`src/rtl/jk_pkg.sv`:
```
// Shared definitions for the jkff command driver: op encodings, FSM states
// and the next-q function of a JK flop.
package jk_pkg;

    typedef logic [1:0] jk_op_t;

    localparam jk_op_t JK_HOLD   = 2'b00;
    localparam jk_op_t JK_RESET  = 2'b01;
    localparam jk_op_t JK_SET    = 2'b10;
    localparam jk_op_t JK_TOGGLE = 2'b11;

    typedef enum logic [0:0] {
        ST_IDLE  = 1'b0,
        ST_DRIVE = 1'b1
    } jk_state_e;

    function automatic logic jk_next(input jk_op_t op, input logic q);
        logic nq;
        case (op)
            JK_HOLD:   nq = q;
            JK_RESET:  nq = 1'b0;
            JK_SET:    nq = 1'b1;
            JK_TOGGLE: nq = ~q;
            default:   nq = q;
        endcase
        return nq;
    endfunction

endpackage

```
`src/rtl/jk_cmd_driver_if.sv`:
```
// Command handshake bus into the jkff command driver.
interface jk_cmd_driver_if #(
    parameter int LEN_W = 4
) ();
    import jk_pkg::*;

    logic             cmd_valid;
    logic             cmd_ready;
    jk_op_t           cmd_op;
    logic [LEN_W-1:0] cmd_len;

    modport master (output cmd_valid, output cmd_op, output cmd_len, input cmd_ready);
    modport slave  (input cmd_valid, input cmd_op, input cmd_len, output cmd_ready);

endinterface

```
`src/rtl/jk_cmd_fifo.sv`:
```
// Synchronous command FIFO with flush; a full FIFO refuses pushes even when
// a pop happens in the same cycle.
module jk_cmd_fifo #(
    parameter int DEPTH = 4,
    parameter int WIDTH = 6
) (
    input  logic                   clk,
    input  logic                   rst,
    input  logic                   push,
    input  logic                   pop,
    input  logic                   flush,
    input  logic [WIDTH-1:0]       wdata,
    output logic [WIDTH-1:0]       rdata,
    output logic [$clog2(DEPTH):0] count,
    output logic                   full,
    output logic                   empty
);
    localparam int PTR_W = $clog2(DEPTH);
    localparam int CNT_W = PTR_W + 1;

    logic [WIDTH-1:0] mem_r [DEPTH];
    logic [PTR_W-1:0] wr_ptr_r;
    logic [PTR_W-1:0] rd_ptr_r;
    logic [CNT_W-1:0] count_r;
    logic             do_push_s;
    logic             do_pop_s;

    assign full  = (count_r == CNT_W'(DEPTH));
    assign empty = (count_r == CNT_W'(0));
    assign count = count_r;
    assign rdata = mem_r[rd_ptr_r];

    // Qualified push/pop strobes
    always_comb begin
        do_push_s = push && !full && !flush;
        do_pop_s  = pop && !empty && !flush;
    end

    // Pointers and occupancy
    always_ff @(posedge clk or negedge rst) begin
        if (!rst) begin
            wr_ptr_r <= '0;
            rd_ptr_r <= '0;
            count_r  <= '0;
        end else if (flush) begin
            wr_ptr_r <= '0;
            rd_ptr_r <= '0;
            count_r  <= '0;
        end else begin
            if (do_push_s) wr_ptr_r <= wr_ptr_r + PTR_W'(1);
            if (do_pop_s)  rd_ptr_r <= rd_ptr_r + PTR_W'(1);
            case ({do_push_s, do_pop_s})
                2'b10:   count_r <= count_r + CNT_W'(1);
                2'b01:   count_r <= count_r - CNT_W'(1);
                default: count_r <= count_r;
            endcase
        end
    end

    // Storage
    always_ff @(posedge clk or negedge rst) begin
        if (!rst) begin
            for (int i = 0; i < DEPTH; i++) mem_r[i] <= '0;
        end else if (do_push_s) begin
            mem_r[wr_ptr_r] <= wdata;
        end
    end

endmodule

```
`src/rtl/jk_cmd_driver.sv`:
```
// Replays buffered {op, length} commands as registered j/k pairs for a jkff
// and checks the flop's fed-back q against a cycle-accurate model.
module jk_cmd_driver
    import jk_pkg::*;
#(
    parameter int DEPTH = 4,
    parameter int LEN_W = 4
) (
    input  logic                   clk,
    input  logic                   rst,
    jk_cmd_driver_if.slave         cmd,
    input  logic                   flush,
    output logic                   j,
    output logic                   k,
    output logic                   busy,
    output logic [$clog2(DEPTH):0] fifo_count,
    input  logic                   q_fb,
    output logic                   exp_q,
    output logic                   mismatch,
    input  logic                   mismatch_clr
);
    localparam int WIDTH = 2 + LEN_W;

    logic             fifo_full_s;
    logic             fifo_empty_s;
    logic             push_s;
    logic             pop_s;
    logic [WIDTH-1:0] head_s;

    jk_state_e        state_r, state_s;
    logic [LEN_W-1:0] rem_r, rem_s;
    jk_op_t           jk_s;
    logic             j_r, k_r, busy_r;
    logic             exp_q_r, armed_r, mismatch_r;

    assign cmd.cmd_ready = rst && !fifo_full_s && !flush;
    assign push_s        = cmd.cmd_valid && cmd.cmd_ready;

    jk_cmd_fifo #(.DEPTH(DEPTH), .WIDTH(WIDTH)) u_fifo (
        .clk   (clk),
        .rst   (rst),
        .push  (push_s),
        .pop   (pop_s),
        .flush (flush),
        .wdata ({cmd.cmd_op, cmd.cmd_len}),
        .rdata (head_s),
        .count (fifo_count),
        .full  (fifo_full_s),
        .empty (fifo_empty_s)
    );

    // Next state: finishing a command pops the next one with no bubble
    always_comb begin
        state_s = state_r;
        rem_s   = rem_r;
        jk_s    = {j_r, k_r};
        pop_s   = 1'b0;
        if (flush) begin
            state_s = ST_IDLE;
            rem_s   = '0;
            jk_s    = JK_HOLD;
        end else begin
            case (state_r)
                ST_IDLE: begin
                    if (!fifo_empty_s) begin
                        pop_s   = 1'b1;
                        state_s = ST_DRIVE;
                        jk_s    = head_s[WIDTH-1 -: 2];
                        rem_s   = head_s[LEN_W-1:0];
                    end else begin
                        jk_s    = JK_HOLD;
                    end
                end
                ST_DRIVE: begin
                    if (rem_r != LEN_W'(0)) begin
                        rem_s   = rem_r - LEN_W'(1);
                    end else if (!fifo_empty_s) begin
                        pop_s   = 1'b1;
                        jk_s    = head_s[WIDTH-1 -: 2];
                        rem_s   = head_s[LEN_W-1:0];
                    end else begin
                        state_s = ST_IDLE;
                        jk_s    = JK_HOLD;
                    end
                end
                default: begin
                    state_s = ST_IDLE;
                    rem_s   = '0;
                    jk_s    = JK_HOLD;
                end
            endcase
        end
    end

    // FSM state and registered j/k/busy
    always_ff @(posedge clk or negedge rst) begin
        if (!rst) begin
            state_r <= ST_IDLE;
            rem_r   <= '0;
            j_r     <= 1'b0;
            k_r     <= 1'b0;
            busy_r  <= 1'b0;
        end else begin
            state_r <= state_s;
            rem_r   <= rem_s;
            j_r     <= jk_s[1];
            k_r     <= jk_s[0];
            busy_r  <= (state_s == ST_DRIVE);
        end
    end

    // Flop model and sticky compare; a fresh difference beats a same-edge clear
    always_ff @(posedge clk or negedge rst) begin
        if (!rst) begin
            exp_q_r    <= 1'b0;
            armed_r    <= 1'b0;
            mismatch_r <= 1'b0;
        end else begin
            exp_q_r <= jk_next({j_r, k_r}, exp_q_r);
            armed_r <= 1'b1;
            if (armed_r && (q_fb != exp_q_r)) begin
                mismatch_r <= 1'b1;
            end else if (mismatch_clr) begin
                mismatch_r <= 1'b0;
            end else begin
                mismatch_r <= mismatch_r;
            end
        end
    end

    assign j        = j_r;
    assign k        = k_r;
    assign busy     = busy_r;
    assign exp_q    = exp_q_r;
    assign mismatch = mismatch_r;

endmodule
```
`src/flat_wrapper.sv`:
```
// flat-port wrapper written by rule: the top's interface ports become plain ports
module jk_cmd_driver_flat import jk_pkg::*;
#(
    parameter int DEPTH = 4,
    parameter int LEN_W = 4
)
  (clk, rst, flush, j, k, busy, fifo_count, q_fb, exp_q, mismatch, mismatch_clr, cmd_cmd_valid, cmd_cmd_op, cmd_cmd_len, cmd_cmd_ready);
  jk_cmd_driver_if #(.LEN_W(LEN_W)) cmd_i ();
  input  logic clk;
  input  logic rst;
  input  logic flush;
  output logic j;
  output logic k;
  output logic busy;
  output logic [$clog2(DEPTH):0] fifo_count;
  input  logic q_fb;
  output logic exp_q;
  output logic mismatch;
  input  logic mismatch_clr;
  input wire logic [$bits(cmd_i.cmd_valid)-1:0] cmd_cmd_valid;
  input wire logic [$bits(cmd_i.cmd_op)-1:0] cmd_cmd_op;
  input wire logic [$bits(cmd_i.cmd_len)-1:0] cmd_cmd_len;
  output wire logic [$bits(cmd_i.cmd_ready)-1:0] cmd_cmd_ready;
  assign cmd_i.cmd_valid = cmd_cmd_valid;
  assign cmd_i.cmd_op = cmd_cmd_op;
  assign cmd_i.cmd_len = cmd_cmd_len;
  assign cmd_cmd_ready = cmd_i.cmd_ready;
  jk_cmd_driver #(.DEPTH(DEPTH), .LEN_W(LEN_W)) u_core (.clk(clk), .rst(rst), .cmd(cmd_i), .flush(flush), .j(j), .k(k), .busy(busy), .fifo_count(fifo_count), .q_fb(q_fb), .exp_q(exp_q), .mismatch(mismatch), .mismatch_clr(mismatch_clr));
endmodule
```
`config.mk`:
```
export PLATFORM = sky130hd
export DESIGN_NAME = jk_cmd_driver_flat
export DESIGN_NICKNAME = d
export VERILOG_FILES = /design/src/rtl/jk_pkg.sv /design/src/rtl/jk_cmd_driver_if.sv /design/src/rtl/jk_cmd_fifo.sv /design/src/rtl/jk_cmd_driver.sv /design/src/flat_wrapper.sv
export SDC_FILE = /design/constraint.sdc
export NUM_CORES = 1
export LEC_CHECK = 0
export BUFFER_PORTS_ARGS = -buffer_cell sky130_fd_sc_hd__buf_2
export CELL_PAD_IN_SITES_DETAIL_PLACEMENT = 1
export CELL_PAD_IN_SITES_GLOBAL_PLACEMENT = 2
export CORE_UTILIZATION = 35
export CTS_CLUSTER_SIZE = 14
export DETAILED_ROUTE_END_ITERATION = 12
export HOLD_SLACK_MARGIN = 0.05
export PLACE_DENSITY_LB_ADDON = 0.1
export SLEW_MARGIN = 5
export SYNTH_ARGS = -nofsm -noshare
export SYNTH_HDL_FRONTEND = slang
export SYNTH_SLANG_ARGS = --single-unit
export TNS_END_PERCENT = 20
```
`constraint.sdc`:
```
create_clock -name clk -period 3.75 [get_ports clk]
set_input_delay 0.375 -clock clk [delete_from_list [all_inputs] [get_ports clk]]
set_output_delay 0.375 -clock clk [all_outputs]
set_load 0.05 [all_outputs]
```
==> results.md, run 1 <==
- The flow ran to the end, and the final reports show no timing, DRC or antenna violations.
- The delay of the slowest cell on the worst path is 0.48 ns.
- Buffers placed on the I/O ports in this run total 20.
- Once detail routing completed, the nets flagged for antenna violations numbered 0.
- Summing the areas of all compound-gate instances in the mapped netlist gives 7.138% of the synthesized area.
- The top cell types in the final layout, fill and taps aside, are dfrtp_1 (41), mux2_2 (25), buf_2 (20).
- The global placer's final weighted congestion is just under 0.8.
- The post-detailed-route wirelength per cell is between 15 and 20 um.
- The average size of a mapped cell is roughly 13 um^2.
- The hold violation total from the final report is 0.
- In the post-synthesis netlist, the biggest area contributors are dfrtp_1 (51%), mux2_2 (14%), mux4_2 (6.8%).
- The critical path class is reg -> reg.
- The detailed router finished its first iteration with 29 violations.
- The net count of the finished layout is 199.
- The worst setup path is launched from a register.
- In this run the worst setup path begins at u_core.rem_r[0].
- The number of clock buffers added by TritonCTS is 5.
- The post-synthesis share of cell area spent on full adders, half adders and majority gates is under 10%.
- The number of synthesized register bits is 41.
- After detailed routing, the total wire length is 4250 um.
- The share of the yosys chip area belonging to registers is 51.35%.
- In this run the critical register-to-register path is launched from u_core.rem_r[0].
- The number of enable-type register cells in the synthesized netlist is 0.
- Once the floorplan was initialized, standard cells occupied a little over a third of the core.
- The number of gates given a new drive strength after cts is 0.
- After Yosys synthesis, XOR and XNOR cells account for 2.442% of the synthesized area.
- The post-route clock skew is approximately 0.0055 ns.
- Clock latency on the worst-skew pair, taken at its later pin, is 0.29 ns.
- The area of the core is around 5500 um^2.
- The library cell contributing the largest single delay on the critical path is nor3b_1.
- The clock passes through at most 2 buffers.
- Setup repair after global routing left no endpoint under its margin.
- After floorplanning, the core was divided into 27 placement rows.
- The number of diodes is 0.
- STA puts the critical path data required time at 3.92 ns.
- Yosys printed 0 warnings.
- Clock tree synthesis selected as its root buffer the cell clkbuf_8.
- Relative to the synthesized area, the layout overhead comes to 15.03%.
- Fill cells in the final layout number between 600 and 700.
- The via count is around 1.3k.
- The clock tree from TritonCTS is done.
- After detailed placement, the design holds a cell count of roughly 250.
- The smallest clock period supported by the final layout is computed as about 2.9 ns.
- The die boundary width is between 70 and 80 um.
- IR analysis of the VDD net gives a maximum drop of ~0.3 mV.
- The synthesized netlist occupies a cell area of approximately 2000 um^2.
- The number of buffers inserted by hold repair at cts is 0.
- The first global-routing pass estimated about 7300 um of wire.
- The endpoint arrival time on the critical path is around 3.1 ns.
- For this design the ratio of total power to cell area is 812.2 nW/um^2.
- After synthesis, the share of flip-flops with an asynchronous set or reset is between 90% and 100%.
- Based on the critical path, the design can be clocked at up to approximately 340 MHz.
- After clock tree synthesis, the clock-pin slew on the worst setup and hold paths is roughly 0.08 ns.
- The share of the clock period used by the worst path after layout is around four fifths.
- The sum of net half-perimeters after detailed placement is 3060 um.
- The library cell used most frequently in the layout, excluding fill and tap cells, is dfrtp_1.
- The path class of the tightest hold or removal check is in -> async.
- The type of element capturing the critical path is a register.
- The fraction of post-synthesis cell area in the top cell type by area is 51.35%.
- The die covers roughly 6000 um^2.
- Global routing consumed, over all layers together, between 15 and 20% of the routing resources.
- The clock net in this run drives a total of slightly above 40 sinks.
- The fraction of the mapped netlist area in simple logic gates is 9.330%.
- Traced cell by cell, the critical path runs through inv_1, ha_1, nor3b_1, nor2_1, nor4_1, fa_1, inv_1, nor4_1, mux2i_1, mux2_1.
- The count of distinct cell types in the synthesized netlist is 34.
- The pin count of the biggest net entering global routing is 43.
- The gate count of the mapped netlist is 156.
- The normalized max-slew margin is between 40% and 50%.
- The count of unresolved DRC violations after routing is 0.
- The H-tree was split into 2 levels.
- The die height is between 70 and 80 um.
- The dominant combinational cell family by area after synthesis is multiplexers.
- The number of I/O pins is 21.
- The number of max-slew violations in the final report was 0.
- The via count of the first global-routing pass was about 1.4k.
- The number of nets in the synthesized netlist is between 150 and 200.
- The accumulated negative setup slack is 0 ns.
- The count of maximum capacitance violations is 0.
- The first detailed-routing pass ran for 4 iterations.
- At the pin with the least slew margin, the transition time is 0.7529 ns.
- The residual overflow from global routing is 0.
- The prevailing post-synth register cell is dfrtp_1.
- The average vias per placed instance is around 5.1.
- The highest net fanout along the worst path is 8.
- The number of setup violations in the final report is 0.
- The count of buffers added by post-CTS timing repair for setup is 0.
- Cells with a size suffix above 1 make up between 30% and 40% of the layout.
- The critical path contains buffers and inverters numbering 2 combined.
- The mux cell area share after synthesis is 22.42%.
- The family of cells with the greatest summed delay on the critical path is simple AND/OR/NAND/NOR gates.
- Summed over all instances, the cell type with the most area after synthesis is dfrtp_1.
- The leakage component of the power is approximately 1.1 nW.
- The initial antenna violation count is 0.
- The number of cells in the finished layout apart from fillers is approximately 250.
-- report_power, final --
part | internal, mW | switching, mW | leakage, nW
sequential | 0.575 | 0.131 | 0.536
clock | 0.217 | 0.147 | 0.0585
combinational | 0.349 | 0.448 | 0.458
total | 1.14 | 0.726 | 1.05
-- synthesized netlist by cell type, types with 2 or more instances --
master and n:
nor2b_1 3, inv_1 7, buf_2 2, xor2_1 2
nor3_1 5, nand2_1 8, clkbuf_1 2, a221oi_1 3
dfrtp_1 41, o21ai_0 5, mux2_2 25, nor4_1 2
mux4_2 6, nor3b_1 4, a21oi_1 4, mux2i_1 2
a22oi_1 2, ha_1 6, nor2_1 12
-- sequential cells by signal, summed over array words and instances (netlist names) --
register / cells
u_core.exp_q: 1
u_core.state_r: 1
u_core.j: 1
u_core.rem_r: 4
u_core.u_fifo.wr_ptr_r: 2
u_core.u_fifo.mem_r: 24
u_core.u_fifo.rd_ptr_r: 2
u_core.u_fifo.count: 3
u_core.armed_r: 1
u_core.k: 1
u_core.mismatch: 1
-- cell type report --
type | count | area [um^2] | area share (%)
clock inverter | 1 | 30.03 | 1.306
multi-input combinational | 103 | 924.6 | 40.23
timing repair buffer | 22 | 115.1 | 5.008
tap | 72 | 90.09 | 3.919
clock buffer | 7 | 86.33 | 3.756
inverter | 7 | 26.28 | 1.143
sequential | 41 | 1026 | 44.64
-- per-stage QoR --
stage                     util [%]  worst slack [ns]  area (um^2)  power, mW  hold WS, ns
after floorplan                  -             1.162         1998      1.313      0.07941
after global routing         41.74            0.4814         2298      2.003       0.2136
final                        41.74            0.8080         2298      1.867       0.1656
after detailed placement     39.63            0.8450         2182      1.521       0.4599
after global placement       39.63             1.001         2182      1.489       0.4407
after CTS                    41.74            0.8343         2298      1.895       0.1943
-- per-layer routing --
layer  up-vias  part of all wire (%)  track usage [%]
li1        604                     -                -
met1       661                    45            20.33
met2        18                    51            26.99
met4         0                   1.1            5.660
met5         -                     0                0
met3         5                   3.1            3.882
-- kinds of logic after synthesis --
logic type	count (synthesis)
adder cells (fa/ha/maj)	7
XOR/XNOR	4
buffers and inverters	12
multiplexers	34
AO/OA/AOI/OAI	20
flip-flops	41
other	1
AND/OR/NAND/NOR	37
-- path summary, 6_finish.rpt --
path	depth (start not counted)	to	slack [ns]
min	2	u_core.u_fifo.count[2]	0.17
max reg2reg	10	u_core.u_fifo.count[2]	0.81
min reg2reg	2	u_core.mismatch	0.47
max in group asynchronous	2	u_core.u_fifo.mem_r[9]	3.21
max	10	u_core.u_fifo.count[2]	0.81
min in group clk	2	u_core.mismatch	0.28
Note: power is estimated with default switching activity, not from simulation.
==> run 2, diff against run 1 <==
- ABC_AREA: unset -> 1
- CORE_UTILIZATION: 35 -> 32
- clock period: 3.75 -> 2.7 ns (I/O delays scaled with it)
==> run 2 against run 1 <==
Effect of this change:
- worst setup slack got worse by 0.15 ns
- largest power group unchanged
- clock power rose by 44%
- combinational power up 22%
- via count grew 34%
- the flow now finishes with violations (DRC)
- design area is 5.1% higher
- utilization decreased by 4.1 points
==> results.md, run 2 <==
- Post-synth top cells: nand2_1 (77), dfrtp_1 (41), o21ai_0 (35) (was dfrtp_1 (41), mux2_2 (25), nor2_1 (12)).
- The number of buffers on the longest clock path is 2 (unchanged).
- The count of buffers added by post-CTS timing repair for setup is 0 (unchanged).
- The count of unresolved DRC violations after routing is 2 (was 0).
- The average size of a mapped cell is 8.430 um^2 (was 12.81 um^2).
- The share of the yosys chip area belonging to registers is 47.73% (was 51.35%).
- The number of setup violations in the final report is 0 (unchanged).
- The die boundary width is 83.96 um (was 77.56 um).
- The most frequent standard cell in the layout excluding fill and tap cells is nand2_1 (was dfrtp_1).
- The standard-cell row count is 29 (was 27).
- The count of distinct cell types in the synthesized netlist came to 28 (was 34).
- The slew of the pin with the lowest slew margin came to 0.5932 ns (was 0.7529 ns).
- The area growth from synthesis to layout is 12.34% (was 15.03%).
- The via count was 1,731 (was 1,288).
- The checks that failed: DRC.
- The maximum ir drop on the vdd rail is 0.3917 mV (was 0.2965 mV).
- The final total power was 2.455 mW (was 1.867 mW).
- The total power per unit cell area is 1016 nW/um^2 (was 812.2 nW/um^2).
- The fmax is 489.5 MHz (was 339.9 MHz).
- The gate count of the mapped netlist came to 255 (was 156).
- The launching element type of the critical path is a register (unchanged).
- The post-detailed-route wirelength per cell is 14.53 um (was 16.80 um).
- The net count of the finished layout is 296 (was 199).
- The CTS H-tree depth is 2 (unchanged).
- The residual overflow from global routing came to 0 (unchanged).
- The normalized max-slew margin is 60.45% (was 49.42%).
- The critical path class is reg -> reg (unchanged).
- The number of antenna-violating nets in the routed design is 0 (unchanged).
- The type of element capturing the critical path is a register (unchanged).
- The area of the core is 6422 um^2 (was 5507 um^2).
- The clock slew seen by the registers of the worst setup and hold paths is 0.09 ns (was 0.08 ns).
- The leakage component of the power was 1.191 nW (was 1.053 nW).
- The most numerous cell in the Yosys netlist is nand2_1 (was dfrtp_1).
- The flip-flop count of the largest register after layout came to 24 (unchanged).
- The fraction of post-synthesis cell area in the top cell type by area was 47.73% (was 51.35%).
- The count of input and output buffers was 20 (unchanged).
- The prevailing post-synth register cell is dfrtp_1 (unchanged).
- The mapped cell area was 2150 um^2 (was 1998 um^2).
- The endpoint arrival time on the critical path is 2.23 ns (was 3.11 ns).
- The number of I/O pins is 21 (unchanged).
- The synthesized netlist net count is 274 (was 175).
- The number of DRC markers in iteration 0 was 32 (was 29).
- The highest net fanout along the worst path was 9 (was 8).
- The top register by number of flip-flops is u_core.u_fifo.mem_r (unchanged).
- The average vias per placed instance is 4.876 (was 5.091).
- The die height came to 83.96 um (was 77.56 um).
- The share of the clock period used by the worst path after layout is 75.66% (was 78.45%).
- The CTS buffer count is 5 (unchanged).
- The number of buffers inserted by hold repair at cts was 0 (unchanged).
- The count of maximum capacitance violations was 0 (unchanged).
- The routed wire length is 5158 um (was 4250 um).
- The hold violation total from the final report is 0 (unchanged).
- The via count of the first global-routing pass came to 1,809 (was 1,404).
- Most frequent cells in the layout: nand2_1 (77), dfrtp_1 (41), o21ai_0 (35) (was dfrtp_1 (41), mux2_2 (25), buf_2 (20)).
- The clock latency reported for the late side of the worst-skew pair came to 0.30 ns (was 0.29 ns).
- Setup repair after global routing missed its margin: false (unchanged).
- The clock tree from TritonCTS is done (unchanged).
- The number of diodes is 0 (unchanged).
- The die area is 7049 um^2 (was 6016 um^2).
- Status: complete, but fails checks (was finished, final reports clean).
- The accumulated negative setup slack is 0 ns (unchanged).
- The effective utilization at floorplan was 33.47% (was 36.29%).
- The pin count of the biggest net entering global routing is 42 (was 43).
- The number of gates given a new drive strength after cts is 0 (unchanged).
- The worst min-delay path class is in -> async (unchanged).
- The worst hold margin is 0.07917 ns (was 0.1656 ns).
- The post-route clock skew was 0.01154 ns (was 0.005458 ns).
- The overall routing resource usage is 16.77% (was 16.15%).
- The global-route wire length before repair is 9066 um (was 7314 um).
- The number of synthesized register bits was 41 (unchanged).
- The number of warnings issued by yosys came to 0 (unchanged).
- The sum of net half-perimeters after detailed placement is 3682 um (was 3060 um).
- The required time of the worst setup path is 2.89 ns (was 3.92 ns).
- The biggest area consumer among synthesized cells is dfrtp_1 (unchanged).
- The initial antenna violation count is 0 (unchanged).
- The layout cell share with drive strength beyond 1 was 15.83% (was 34.25%).
- The number of enable-type register cells in the synthesized netlist was 0 (unchanged).
- The clock sink count came to 41 (unchanged).
- The root buffer cell is clkbuf_8 (unchanged).
- The share of flip-flops with an asynchronous set or reset after synthesis is 100.0% (unchanged).
- The clock period minus worst slack is 2.043 ns (was 2.942 ns).
- The number of max-slew violations in the final report is 0 (unchanged).
- The number of optimization iterations in the first detailed-route pass is 7 (was 4).
- The global placer's final weighted congestion is 0.7233 (was 0.7899).
- Cell types with the largest area share after synthesis: dfrtp_1 (48%), nand2_1 (13%), o21ai_0 (8.1%) (was dfrtp_1 (51%), mux2_2 (14%), mux4_2 (6.8%)).
## run 2: changes by cell type after synthesis, sizes merged, moves of 6 or more
cell,previous run,this run
a21oi,5,14
inv,7,31
mux2,26,0
mux4,6,0
nand2,8,80
nand3,0,10
o21ai,5,42
## run 2: cell type report
type	instances	area [um^2]
inverters	31	116.4
fillers	803	4008
flip-flops and latches	41	1026
multi-input cells	176	944.7
clock buffers	7	86.33
clock inverters	1	30.03
repair buffers	22	115.1
well taps	77	96.34
## run 2: cells by family after synthesis
| kind of cell | synth area share [%] |
|---|---|
| AOI/OAI and AO/OA | 16.41 |
| xor gates and xnor gates | 0.8150 |
| adders and majority gates | 4.424 |
| buffers and inverters | 8.323 |
| DFF | 47.73 |
| other | 0.1745 |
| and+or+nand+nor | 22.12 |
## run 2: per-layer routing
metal	routed length (um)	share of wire (%)	vias to the layer above	track usage, %
met5	0	0	-	0
met4	74	1.4	0	5.799
met3	136	2.6	7	3.363
met2	2478	48	16	27.87
met1	2468	48	846	21.67
li1	-	-	862	-
## run 2: per-stage QoR
stage / utilization, % / area (um^2) / setup WS, ns / std cells
6_report: 37.60 / 2415 / 0.6571 / 355
3_3_place_gp: 35.79 / 2298 / 0.7411 / 347
2_1_floorplan: - / 2150 / 0.6212 / 255
5_1_grt: 37.60 / 2415 / 0.4435 / 355
4_1_cts: 37.60 / 2415 / 0.6371 / 355
3_5_place_dp: 35.79 / 2298 / 0.6507 / 347
## run 2: final timing paths
kind / start / endpoint / slack [ns] / cells past startpoint
min in group clk: mismatch_clr / u_core.mismatch / 0.16 / 2
min reg2reg: u_core.u_fifo.mem_r[20] / u_core.u_fifo.mem_r[20] / 0.49 / 2
max in group asynchronous: rst / u_core.u_fifo.count[2] / 2.23 / 2
max: u_core.rem_r[0] / u_core.u_fifo.count[2] / 0.66 / 13
min: rst / u_core.mismatch / 0.08 / 2
max reg2reg: u_core.rem_r[0] / u_core.u_fifo.count[2] / 0.66 / 13
## run 2: critical path, stage by stage (launching register included)
cell     delay, ns
dfrtp_1       0.36
inv_1         0.08
ha_1          0.20
nand2_1       0.08
nand2_2       0.15
nand2_4       0.16
nor2_2        0.06
fa_1          0.38
xnor2_1       0.20
inv_1         0.06
nand2_1       0.06
nand2_1       0.05
nand2_1       0.06
nand2_1       0.04
## run 2: report_power, final
group          switching [mW]  internal (mW)
logic                   0.664          0.304
clock network           0.221          0.302
registers               0.160          0.803
total                    1.05           1.41
